--- src/rtl/uart_pkg.sv ---
// ---------------------------------------------------------------------------
// uart_pkg
// Shared UART definitions: register map addresses, CTRL register bit
// positions and the encoding of the divisor-change FSM used by baud_cfg_ctrl.
// ---------------------------------------------------------------------------
package uart_pkg;

   // Register map (2-bit address space)
   localparam logic [1:0] ADDR_DLL    = 2'd0;
   localparam logic [1:0] ADDR_DLH    = 2'd1;
   localparam logic [1:0] ADDR_CTRL   = 2'd2;
   localparam logic [1:0] ADDR_STATUS = 2'd3;

   // CTRL register bit positions (write-only strobes, never stored)
   localparam int CTRL_COMMIT_BIT = 0;
   localparam int CTRL_FORCE_BIT  = 1;
   localparam int CTRL_CLR_BIT    = 2;

   // Divisor-change sequencer states
   typedef enum logic [1:0] {
      ST_IDLE      = 2'd0,
      ST_WAIT_IDLE = 2'd1,
      ST_HOLD      = 2'd2,
      ST_RELEASE   = 2'd3
   } cfg_state_e;

endpackage : uart_pkg

--- src/rtl/baud_cfg_ctrl.sv ---
// ---------------------------------------------------------------------------
// baud_cfg_ctrl
// Register front-end for the UART baud generator. Software writes a new
// divisor into shadow DLL/DLH registers and commits it through CTRL. The
// commit waits for the transmitter and receiver to be idle (unless forced),
// then loads the shadow into div while holding the baud generator in reset
// for HOLD_CYC cycles, and finally pulses cfg_done.
//
// Ports
//   clk      : system clock, rising edge
//   rst      : asynchronous active-low reset
//   wr_en    : register write strobe
//   rd_en    : register read strobe
//   addr     : register select (DLL, DLH, CTRL, STATUS)
//   wdata    : write data
//   rdata    : registered read data, holds when rd_en is low
//   tx_busy  : transmitter mid-frame
//   rx_busy  : receiver mid-frame
//   div      : active divisor {DLH,DLL} to the baud generator
//   bg_rst   : active-high reset to the baud generator
//   cfg_done : one-cycle pulse when a new divisor takes effect
//   cfg_err  : sticky flag, set when a zero divisor commit is rejected
// ---------------------------------------------------------------------------
module baud_cfg_ctrl
   import uart_pkg::*;
#(
   parameter logic [15:0] DIV_RST  = 16'h0006,
   parameter int          HOLD_CYC = 2
) (
   input  logic        clk,
   input  logic        rst,
   input  logic        wr_en,
   input  logic        rd_en,
   input  logic [1:0]  addr,
   input  logic [7:0]  wdata,
   output logic [7:0]  rdata,
   input  logic        tx_busy,
   input  logic        rx_busy,
   output logic [15:0] div,
   output logic        bg_rst,
   output logic        cfg_done,
   output logic        cfg_err
);

   localparam int CNT_W = (HOLD_CYC > 1) ? $clog2(HOLD_CYC) : 1;
   localparam logic [CNT_W-1:0] CNT_LAST = CNT_W'(HOLD_CYC - 1);

   cfg_state_e       state_q, state_d;
   logic [CNT_W-1:0] cnt_q, cnt_d;
   logic [7:0]       dll_q, dll_d;
   logic [7:0]       dlh_q, dlh_d;
   logic [15:0]      div_q, div_d;
   logic             bg_rst_q, bg_rst_d;
   logic             cfg_done_q, cfg_done_d;
   logic             cfg_err_q, cfg_err_d;
   logic [7:0]       rdata_q, rdata_d;

   logic             wr_ctrl;
   logic             commit;
   logic             frc;
   logic             clr_err;

   always_comb begin
      state_d    = state_q;
      cnt_d      = cnt_q;
      dll_d      = dll_q;
      dlh_d      = dlh_q;
      div_d      = div_q;
      cfg_err_d  = cfg_err_q;
      rdata_d    = rdata_q;

      wr_ctrl = wr_en && (addr == ADDR_CTRL);
      commit  = wr_ctrl && wdata[CTRL_COMMIT_BIT];
      frc     = wr_ctrl && wdata[CTRL_FORCE_BIT];
      clr_err = wr_ctrl && wdata[CTRL_CLR_BIT];

      // Shadow writes are accepted in every state; div only moves on HOLD entry.
      if (wr_en && (addr == ADDR_DLL)) dll_d = wdata;
      if (wr_en && (addr == ADDR_DLH)) dlh_d = wdata;

      // Clear is applied before the commit is evaluated, so a combined
      // clear+commit of a zero divisor leaves the flag set.
      if (clr_err) cfg_err_d = 1'b0;

      unique case (state_q)
         ST_IDLE: begin
            if (commit) begin
               if ({dlh_q, dll_q} == 16'h0000) cfg_err_d = 1'b1;
               else if (frc)                   state_d   = ST_HOLD;
               else                            state_d   = ST_WAIT_IDLE;
            end
         end
         ST_WAIT_IDLE: begin
            if ((commit && frc) || (!tx_busy && !rx_busy)) state_d = ST_HOLD;
         end
         ST_HOLD: begin
            if (cnt_q == CNT_LAST) state_d = ST_RELEASE;
            else                   cnt_d   = cnt_q + 1'b1;
         end
         ST_RELEASE: begin
            state_d = ST_IDLE;
         end
         default: state_d = ST_IDLE;
      endcase

      // Divisor is captured from the shadow as it stands before this edge.
      if ((state_d == ST_HOLD) && (state_q != ST_HOLD)) begin
         div_d = {dlh_q, dll_q};
         cnt_d = '0;
      end

      bg_rst_d   = (state_d == ST_HOLD);
      cfg_done_d = (state_d == ST_RELEASE);

      if (rd_en) begin
         unique case (addr)
            ADDR_DLL:    rdata_d = dll_q;
            ADDR_DLH:    rdata_d = dlh_q;
            ADDR_CTRL:   rdata_d = 8'h00;
            ADDR_STATUS: rdata_d = {4'b0000, (state_q != ST_IDLE), cfg_err_q,
                                    tx_busy, rx_busy};
            default:     rdata_d = 8'h00;
         endcase
      end
   end

   always_ff @(posedge clk or negedge rst) begin
      if (!rst) begin
         state_q    <= ST_IDLE;
         cnt_q      <= '0;
         dll_q      <= DIV_RST[7:0];
         dlh_q      <= DIV_RST[15:8];
         div_q      <= DIV_RST;
         bg_rst_q   <= 1'b1;
         cfg_done_q <= 1'b0;
         cfg_err_q  <= 1'b0;
         rdata_q    <= 8'h00;
      end else begin
         state_q    <= state_d;
         cnt_q      <= cnt_d;
         dll_q      <= dll_d;
         dlh_q      <= dlh_d;
         div_q      <= div_d;
         bg_rst_q   <= bg_rst_d;
         cfg_done_q <= cfg_done_d;
         cfg_err_q  <= cfg_err_d;
         rdata_q    <= rdata_d;
      end
   end

   assign div      = div_q;
   assign bg_rst   = bg_rst_q;
   assign cfg_done = cfg_done_q;
   assign cfg_err  = cfg_err_q;
   assign rdata    = rdata_q;

endmodule : baud_cfg_ctrl

--- config.mk ---
export PLATFORM = sky130hd
export DESIGN_NAME = baud_cfg_ctrl
export DESIGN_NICKNAME = d
export VERILOG_FILES = /design/src/rtl/uart_pkg.sv /design/src/rtl/baud_cfg_ctrl.sv
export SDC_FILE = /design/constraint.sdc
export NUM_CORES = 1
export LEC_CHECK = 0
export CAP_MARGIN = 20
export CELL_PAD_IN_SITES_DETAIL_PLACEMENT = 2
export CELL_PAD_IN_SITES_GLOBAL_PLACEMENT = 2
export CORE_UTILIZATION = 34
export CTS_CLUSTER_SIZE = 10
export DETAILED_ROUTE_END_ITERATION = 12
export PLACE_DENSITY = 0.79
export SLEW_MARGIN = 20
export SYNTH_ARGS = -nofsm -noshare
export SYNTH_HDL_FRONTEND = slang
export SYNTH_SLANG_ARGS = --single-unit
--- constraint.sdc ---
create_clock -name clk -period 2.45 [get_ports clk]
set_input_delay 0.49 -clock clk [delete_from_list [all_inputs] [get_ports clk]]
set_output_delay 0.49 -clock clk [all_outputs]
set_load 0.02 [all_outputs]
==> results of run 1 <==
-- per-stage QoR --
step | utilization [%] | cell area [µm²]
global placement | 45.0 | 2510
CTS | 46.5 | 2590
detailed placement | 45.0 | 2510
global route | 46.5 | 2590
finish | 46.5 | 2590
floorplan | - | 2000
-- routing by layer --
metal	track usage, %	up-vias	share of wire, %
met4	6.48	0	1.5
met1	21.1	673	44
met3	3.37	8	3.3
met5	0	-	0
met2	31.3	29	51
li1	-	606	-
-- layout make-up --
class,instances,area share (%)
inverter,5,0.725
sequential,46,44.7
timing repair buffer,47,18.0
tap,72,3.48
clock buffer,6,2.80
multi-input combinational,86,30.0
clock inverter,2,0.386
-- worst max-delay path by stage --
stage          slack, ns  endpoint  startpoint  depth (start not counted)
3_3_place_gp        0.21   div[15]     addr[0]                          6
4_1_cts             0.40    div[6]    dlh_q[2]                          5
6_report            0.47    div[6]     addr[0]                          6
2_1_floorplan       0.59   div[10]     addr[0]                          6
3_5_place_dp        0.15    div[6]     addr[0]                          6
5_1_grt             0.34    div[6]    dlh_q[2]                          5
-- cell usage in the layout (no fill, tap or decap) --
cell             synthesis  routed
buf_4                    0       4
and4b_4                  1       1
a21oi_4                  1       1
nor3b_1                  1       1
a31oi_1                  3       3
clkbuf_8                 0       5
o21ai_0                  2       2
a21oi_1                  3       3
clkinv_2                 0       2
nor2_1                   9       9
nor3b_2                  1       1
mux2_4                   7       7
o221ai_1                 1       1
clkbuf_1                 2       1
dfrtp_1                 41      41
buf_2                    1       1
buf_12                   1       1
mux2i_1                  8       8
o21a_1                   1       1
nor4_1                   4       4
dfstp_2                  5       5
a21o_1                   1       1
nand4_1                  1       1
nand2b_1                 2       2
a311o_1                  1       1
inv_1                    5       5
and2_1                   1       1
a2bb2oi_4                1       1
nand3b_1                 1       1
nand4b_1                 1       1
mux2_2                  25      25
nand2_1                  5       5
clkdlybuf4s50_1          0      41
o22ai_1                  4       4
and3_4                   1       1
-- flip-flops by register name, indices dropped and copies added (netlist names) --
register	flops
bg_rst	1
state_q	2
div	16
cfg_done	1
rdata	8
dll_q	8
cnt_q	1
dlh_q	8
cfg_err	1
-- power groups by stage --
| stage | Clock [W] | Combinational (W) | Sequential (W) |
|---|---|---|---|
| 2_1_floorplan | 0 | 0.000374 | 0.00136 |
| 3_3_place_gp | 0 | 0.00100 | 0.00118 |
| 3_5_place_dp | 0 | 0.00103 | 0.00120 |
| 4_1_cts | 0.000470 | 0.00104 | 0.00119 |
| 5_1_grt | 0.000497 | 0.00109 | 0.00122 |
| 6_report | 0.000456 | 0.00102 | 0.00118 |
-- logic make-up (layout without fill, tap and decap cells) --
logic type             after synthesis  count (layout)  synth area share (%)
AO/OA/AOI/OAI                       18              18                  7.27
flip-flops                          46              46                  58.0
multiplexers                        40              40                  23.4
buffers and inverters               10              60                  3.13
AND/OR/NAND/NOR                     28              28                  8.21
-- worst register-to-register path, delay by kind of cell, from the launching register on --
kind            cells  cell delay (ns)
simple gates        2             0.63
flops               1             0.44
mux                 1             0.36
buf+inv             1             0.19
compound gates      1             0.24
==> summary.txt, run 1 <==
=====================================================================================
Result of the run                                                        finished, final reports clean
Tightest slew margin relative to the limit                                      61.5%
Clk Tree Root Cell                                                           clkbuf_8
Leak pwr                                                                      1.11 nW
Buffers and inverters on the worst path                                             2
Most used standard cell by instance count after synthesis                     dfrtp_1
Vias in the first global route                                                  1,529
Violation count after the first detailed-route iteration                           57
Die extent in y                                                               78.6 µm
Maximum cell stage delay along the critical path                              0.51 ns
Final-report setup violation count                                                  0
CP max-delay cell                                                        clkdlybuf4s50_1
CTS Hold Bufs                                                                       0
Top-area cell type share of the netlist area                                    51.4%
Data arrival at the endpoint of the critical path                             2.16 ns
Standard-cell rows                                                                 27
Overall overflow remaining after global route                                       0
Total number of nets in the final design                                          207
Count of endpoints failing hold in the final timing report                          0
Number of nets with antenna violations after routing                                0
Core ar.                                                                  0.00557 mm²
Critical-path cell list                                                  clkdlybuf4s50_1 > and4b_4 > a21oi_4 > a2bb2oi_4 > buf_12 > mux2_2
Fraction of power spent switching nets                                          33.4%
Total placed cells including tap cells                                            256
Net switching power figure                                                 0.000889 W
Worst r2r dst                                                                  div[6]
Global router's overall resource usage                                          17.7%
F_max                                                                       0.506 GHz
Combinational fraction of design power                                          38.5%
FF-to-FF setup slack                                                          0.47 ns
Final worst path period need                                                  1.98 ns
Max-cap check violation count                                                       0
Category of the worst setup path launch point                            primary input
Area used by sequential logic in the layout                               0.00116 mm²
Count of buffers from port buffering                                               42
H-tree lvl count                                                                    2
Diodes inserted                                                                     0
Crit share post-route                                                           80.7%
Final HPWL DP                                                                 3510 µm
Final Non-Filler Cells                                                            264
Share of flip-flops with an asynchronous set or reset after synthesis            100%
Share of power burned in the clock network                                      17.1%
Synthesis-to-layout area growth                                                 29.8%
Via density per instance                                                         4.98
DRC                                                                                 0
Clock-pin slew of the registers on the worst-case setup and hold paths        0.08 ns
Synth cell count leaders                                                 dfrtp_1 (41), mux2_2 (25), nor2_1 (9)
Net Count, Synth                                                                  158
Max clock buf depth                                                                 2
R2r startpoint                                                               dlh_q[2]
Post-synthesis sequential area ratio                                            58.0%
Crit-path leading delay family                                           buffers and inverters
Unrepaired setup endpoints after global routing                                 false
P_int                                                                       0.00177 W
Number of slew-limit violations in the final report                                 0
Netlist area before placement                                             0.00200 mm²
Yosys warning count                                                                 0
Worst voltage drop across the vdd grid                                         451 µV
Worst-case clock skew                                                       0.0102 ns
Number of synthesized flops with an enable pin                                      0
Area of the multi-input gates                                                 776 µm²
Sum of negative setup slack                                                      0 ns
Most area-consuming cells after synthesis                                dfrtp_1 (51%), mux2_2 (14%), dfstp_2 (6.6%)
Clock latency of the later-clocked register in the worst-skew pair            0.30 ns
Mean Syn Cell Area                                                           14.1 µm²
Starting density of the core                                                    35.8%
Largest net degree at the start of global routing                                  47
Distinct cells, synth                                                              32
Hold WS                                                                      0.265 ns
Number of buffers inserted during clock tree synthesis                              5
Synthesis-stage register bit count                                                 46
PwrDens                                                                   1030 mW/mm²
Final estimated routing congestion in global placement                          0.764
Total Wirelength                                                              4890 µm
Vias                                                                            1,316
Pre-antenna DRT Iters                                                               4
Top FF cell, synth                                                            dfrtp_1
Worst min-delay path class                                                in -> async
Horizontal die dimension                                                      78.6 µm
Fraction of layout cells with a size suffix above 1                             28.6%
Number of gates resized after cts                                                   0
Floorplan die area                                                        0.00618 mm²
Sequential Power Share                                                          44.4%
Sinks on the clock net                                                             46
Critical Path RT                                                              2.64 ns
Mean routed wirelength per cell                                               18.5 µm
CTS tree                                                                          yes
Post-CTS Setup Repair Bufs                                                          0
Io pins                                                                            43
Total chip power                                                            0.00266 W
Max Fanout on Critical Path                                                        19
Count of cells along the worst register-to-register path                            5
Global-route wire length before repair                                        8100 µm
Mapped Cells                                                                      142
Antenna violations before repair                                                    0
Slew at the pin with the worst max-slew slack                                0.577 ns
Crit Path Class                                                             in -> reg
Cell accounting for the most synthesized area                                 dfrtp_1
Worst setup slack before clock tree synthesis                                0.145 ns
Post-route worst setup slack                                                 0.473 ns
Type of destination of the critical path                                     register
Number of filler instances in the final layout                                    550
=====================================================================================
Power figures use the tool's default switching activity.
==> run 2, diff against run 1 <==
--- a/config.mk
+++ b/config.mk
@@ -8,10 +8,10 @@
 export CAP_MARGIN = 20
 export CELL_PAD_IN_SITES_DETAIL_PLACEMENT = 2
 export CELL_PAD_IN_SITES_GLOBAL_PLACEMENT = 2
-export CORE_UTILIZATION = 34
+export CORE_UTILIZATION = 31
 export CTS_CLUSTER_SIZE = 10
 export DETAILED_ROUTE_END_ITERATION = 12
-export PLACE_DENSITY = 0.79
+export PLACE_DENSITY = 0.75
 export SLEW_MARGIN = 20
 export SYNTH_ARGS = -nofsm -noshare
 export SYNTH_HDL_FRONTEND = slang
==> constraint.sdc (replaced) <==
create_clock -name clk -period 1.8 [get_ports clk]
set_input_delay 0.36 -clock clk [delete_from_list [all_inputs] [get_ports clk]]
set_output_delay 0.36 -clock clk [all_outputs]
set_load 0.02 [all_outputs]
==> run 2 against run 1 <==
The run now ends with setup timing left; die area grew 9.4%; cell count grew 11%; non-clock buffer count grew 25; clock skew shrank 0.00093 ns; count of clock-buffer cells in the layout grew 1; setup slack lost 0.56 ns; first-iteration DRC count shrank 21%; total power grew 47%; design area grew 12%; largest power group is now combinational logic; highest routed layer unchanged.
==> summary.txt, run 2 (synthesis results as in run 1) <==
=====================================================================================
Core occupancy in the finished layout                                           47.7%
Final Non-Filler Cells                                                            292
Sinks on the clock net                                                             46
Worst voltage drop across the vdd grid                                         675 µV
Via density per instance                                                         5.04
Clk Tree Root Cell                                                           clkbuf_8
Failing checks                                                           setup timing
Sum of negative setup slack                                                 -0.901 ns
Mean routed wirelength per cell                                               20.7 µm
Tightest slew margin relative to the limit                                      62.0%
Largest net degree at the start of global routing                                  25
Floorplan die area                                                        0.00676 mm²
Clock-pin slew of the registers on the worst-case setup and hold paths        0.09 ns
Global-route wire length before repair                                        9780 µm
Number of slew-limit violations in the final report                                 0
Worst-case clock skew                                                      0.00923 ns
Max-cap check violation count                                                       0
Core ar.                                                                  0.00606 mm²
Data arrival at the endpoint of the critical path                             2.08 ns
Number of nets with antenna violations after routing                                0
Number of filler instances in the final layout                                    591
Leak pwr                                                                      1.30 nW
Count of cells along the worst register-to-register path                            6
Total placed cells including tap cells                                            281
Final HPWL DP                                                                 4190 µm
Die extent in y                                                               82.2 µm
FF-to-FF setup slack                                                         -0.09 ns
Total Wirelength                                                              6060 µm
Final-report setup violation count                                                 16
Vias in the first global route                                                  1,705
H-tree lvl count                                                                    2
Diodes inserted                                                                     0
Slew at the pin with the worst max-slew slack                                0.570 ns
Antenna violations before repair                                                    0
Commonest non-fill, non-tap cells in the layout                          dfrtp_1 (41), clkdlybuf4s50_1 (36), buf_4 (25)
Category of the worst setup path launch point                                register
Overall overflow remaining after global route                                       0
Clock latency of the later-clocked register in the worst-skew pair            0.31 ns
Starting density of the core                                                    32.9%
Final worst path period need                                                  1.89 ns
Vias                                                                            1,473
Number of buffers inserted during clock tree synthesis                              5
Max reg flops                                                                      16
Synthesis-to-layout area growth                                                 44.8%
PwrDens                                                                   1350 mW/mm²
Max clock buf depth                                                                 2
Unrepaired setup endpoints after global routing                                  true
Result of the run                                                        finished with violations
CTS tree                                                                          yes
Standard-cell rows                                                                 28
Crit Path Class                                                            reg -> reg
Worst r2r dst                                                                  div[4]
Critical Path RT                                                              1.99 ns
Count of endpoints failing hold in the final timing report                          0
F_max                                                                       0.529 GHz
Global router's overall resource usage                                          20.6%
Final estimated routing congestion in global placement                          0.765
DRC                                                                                 0
Type of destination of the critical path                                     register
Most common library cell in the layout ignoring fill and taps                 dfrtp_1
Total number of nets in the final design                                          232
Horizontal die dimension                                                      82.2 µm
Fraction of layout cells with a size suffix above 1                             39.2%
Count of buffers from port buffering                                               42
Worst min-delay path class                                                in -> async
Violation count after the first detailed-route iteration                           45
CTS Hold Bufs                                                                       0
Io pins                                                                            43
R2r startpoint                                                               dlh_q[2]
Crit share post-route                                                            105%
Post-route worst setup slack                                               -0.0913 ns
Max Fanout on Critical Path                                                         8
Pre-antenna DRT Iters                                                               4
=====================================================================================
run 2: cell count changes in the layout (fill, tap and decap cells not counted), moves of 4 or more:
| cell | before | now |
|---|---|---|
| buf_4 | 4 | 25 |
| mux2_2 | 25 | 19 |
| mux2_4 | 7 | 13 |
| clkdlybuf4s50_1 | 41 | 36 |
| dlygate4sd2_1 | 0 | 4 |
| nor4_1 | 4 | 0 |
run 2: worst max path at each step:
stage	start	end	slack (ns)
6_report	dlh_q[2]	div[4]	-0.09
4_1_cts	dll_q[3]	div[12]	-0.009
3_3_place_gp	addr[0]	div[4]	-0.30
2_1_floorplan	dlh_q[1]	div[10]	0.05
3_5_place_dp	addr[0]	div[4]	-0.36
5_1_grt	dll_q[4]	div[4]	-0.15
run 2: final cells by class:
type,instances,area (µm²),area share (%)
clock buffer,7,86.3,2.99
clock inverter,1,5.00,0.173
inverter,5,18.8,0.649
multi-input combinational,86,846,29.3
sequential,46,1160,40.0
tap,75,93.8,3.25
timing repair buffer,72,683,23.6
run 2: metrics by stage:
step	total power, W	setup WS (ns)	hold slack (ns)	area, µm²
floorplan	0.00235	0.0515	0.0644	2000
global placement	0.00308	-0.299	0.369	2690
detailed placement	0.00315	-0.361	0.389	2690
CTS	0.00393	-0.00893	0.0580	2890
global route	0.00412	-0.154	0.0527	2890
finish	0.00390	-0.0913	0.0390	2890
run 2: report_power, final:
group / internal (W) / switching, W
combinational: 0.000906 / 0.000722
clock: 0.000310 / 0.000349
sequential: 0.00138 / 0.000240
run 2: routing by layer:
metal | vias up | global-route usage (%) | wire length (µm)
li1 | 657 | - | -
met1 | 767 | 25.3 | 2580
met2 | 39 | 35.4 | 3120
met3 | 10 | 5.38 | 259
met4 | 0 | 6.32 | 98
met5 | - | 0 | 0
run 2: worst max-delay path, cell delays in order, from the launching register on:
cell	delay [ns]
dfrtp_1	0.43
nor4_4	0.31
nand4_1	0.23
a2bb2oi_4	0.24
buf_12	0.13
buf_12	0.13
mux2_4	0.30
run 2: timing repair:
action,CTS,global route
resized for setup,16,5
endpoints found under the hold margin,0,0
setup endpoints to repair,18,19
gates cloned,1,0
pin swaps,4,4
buffers inserted,3,1
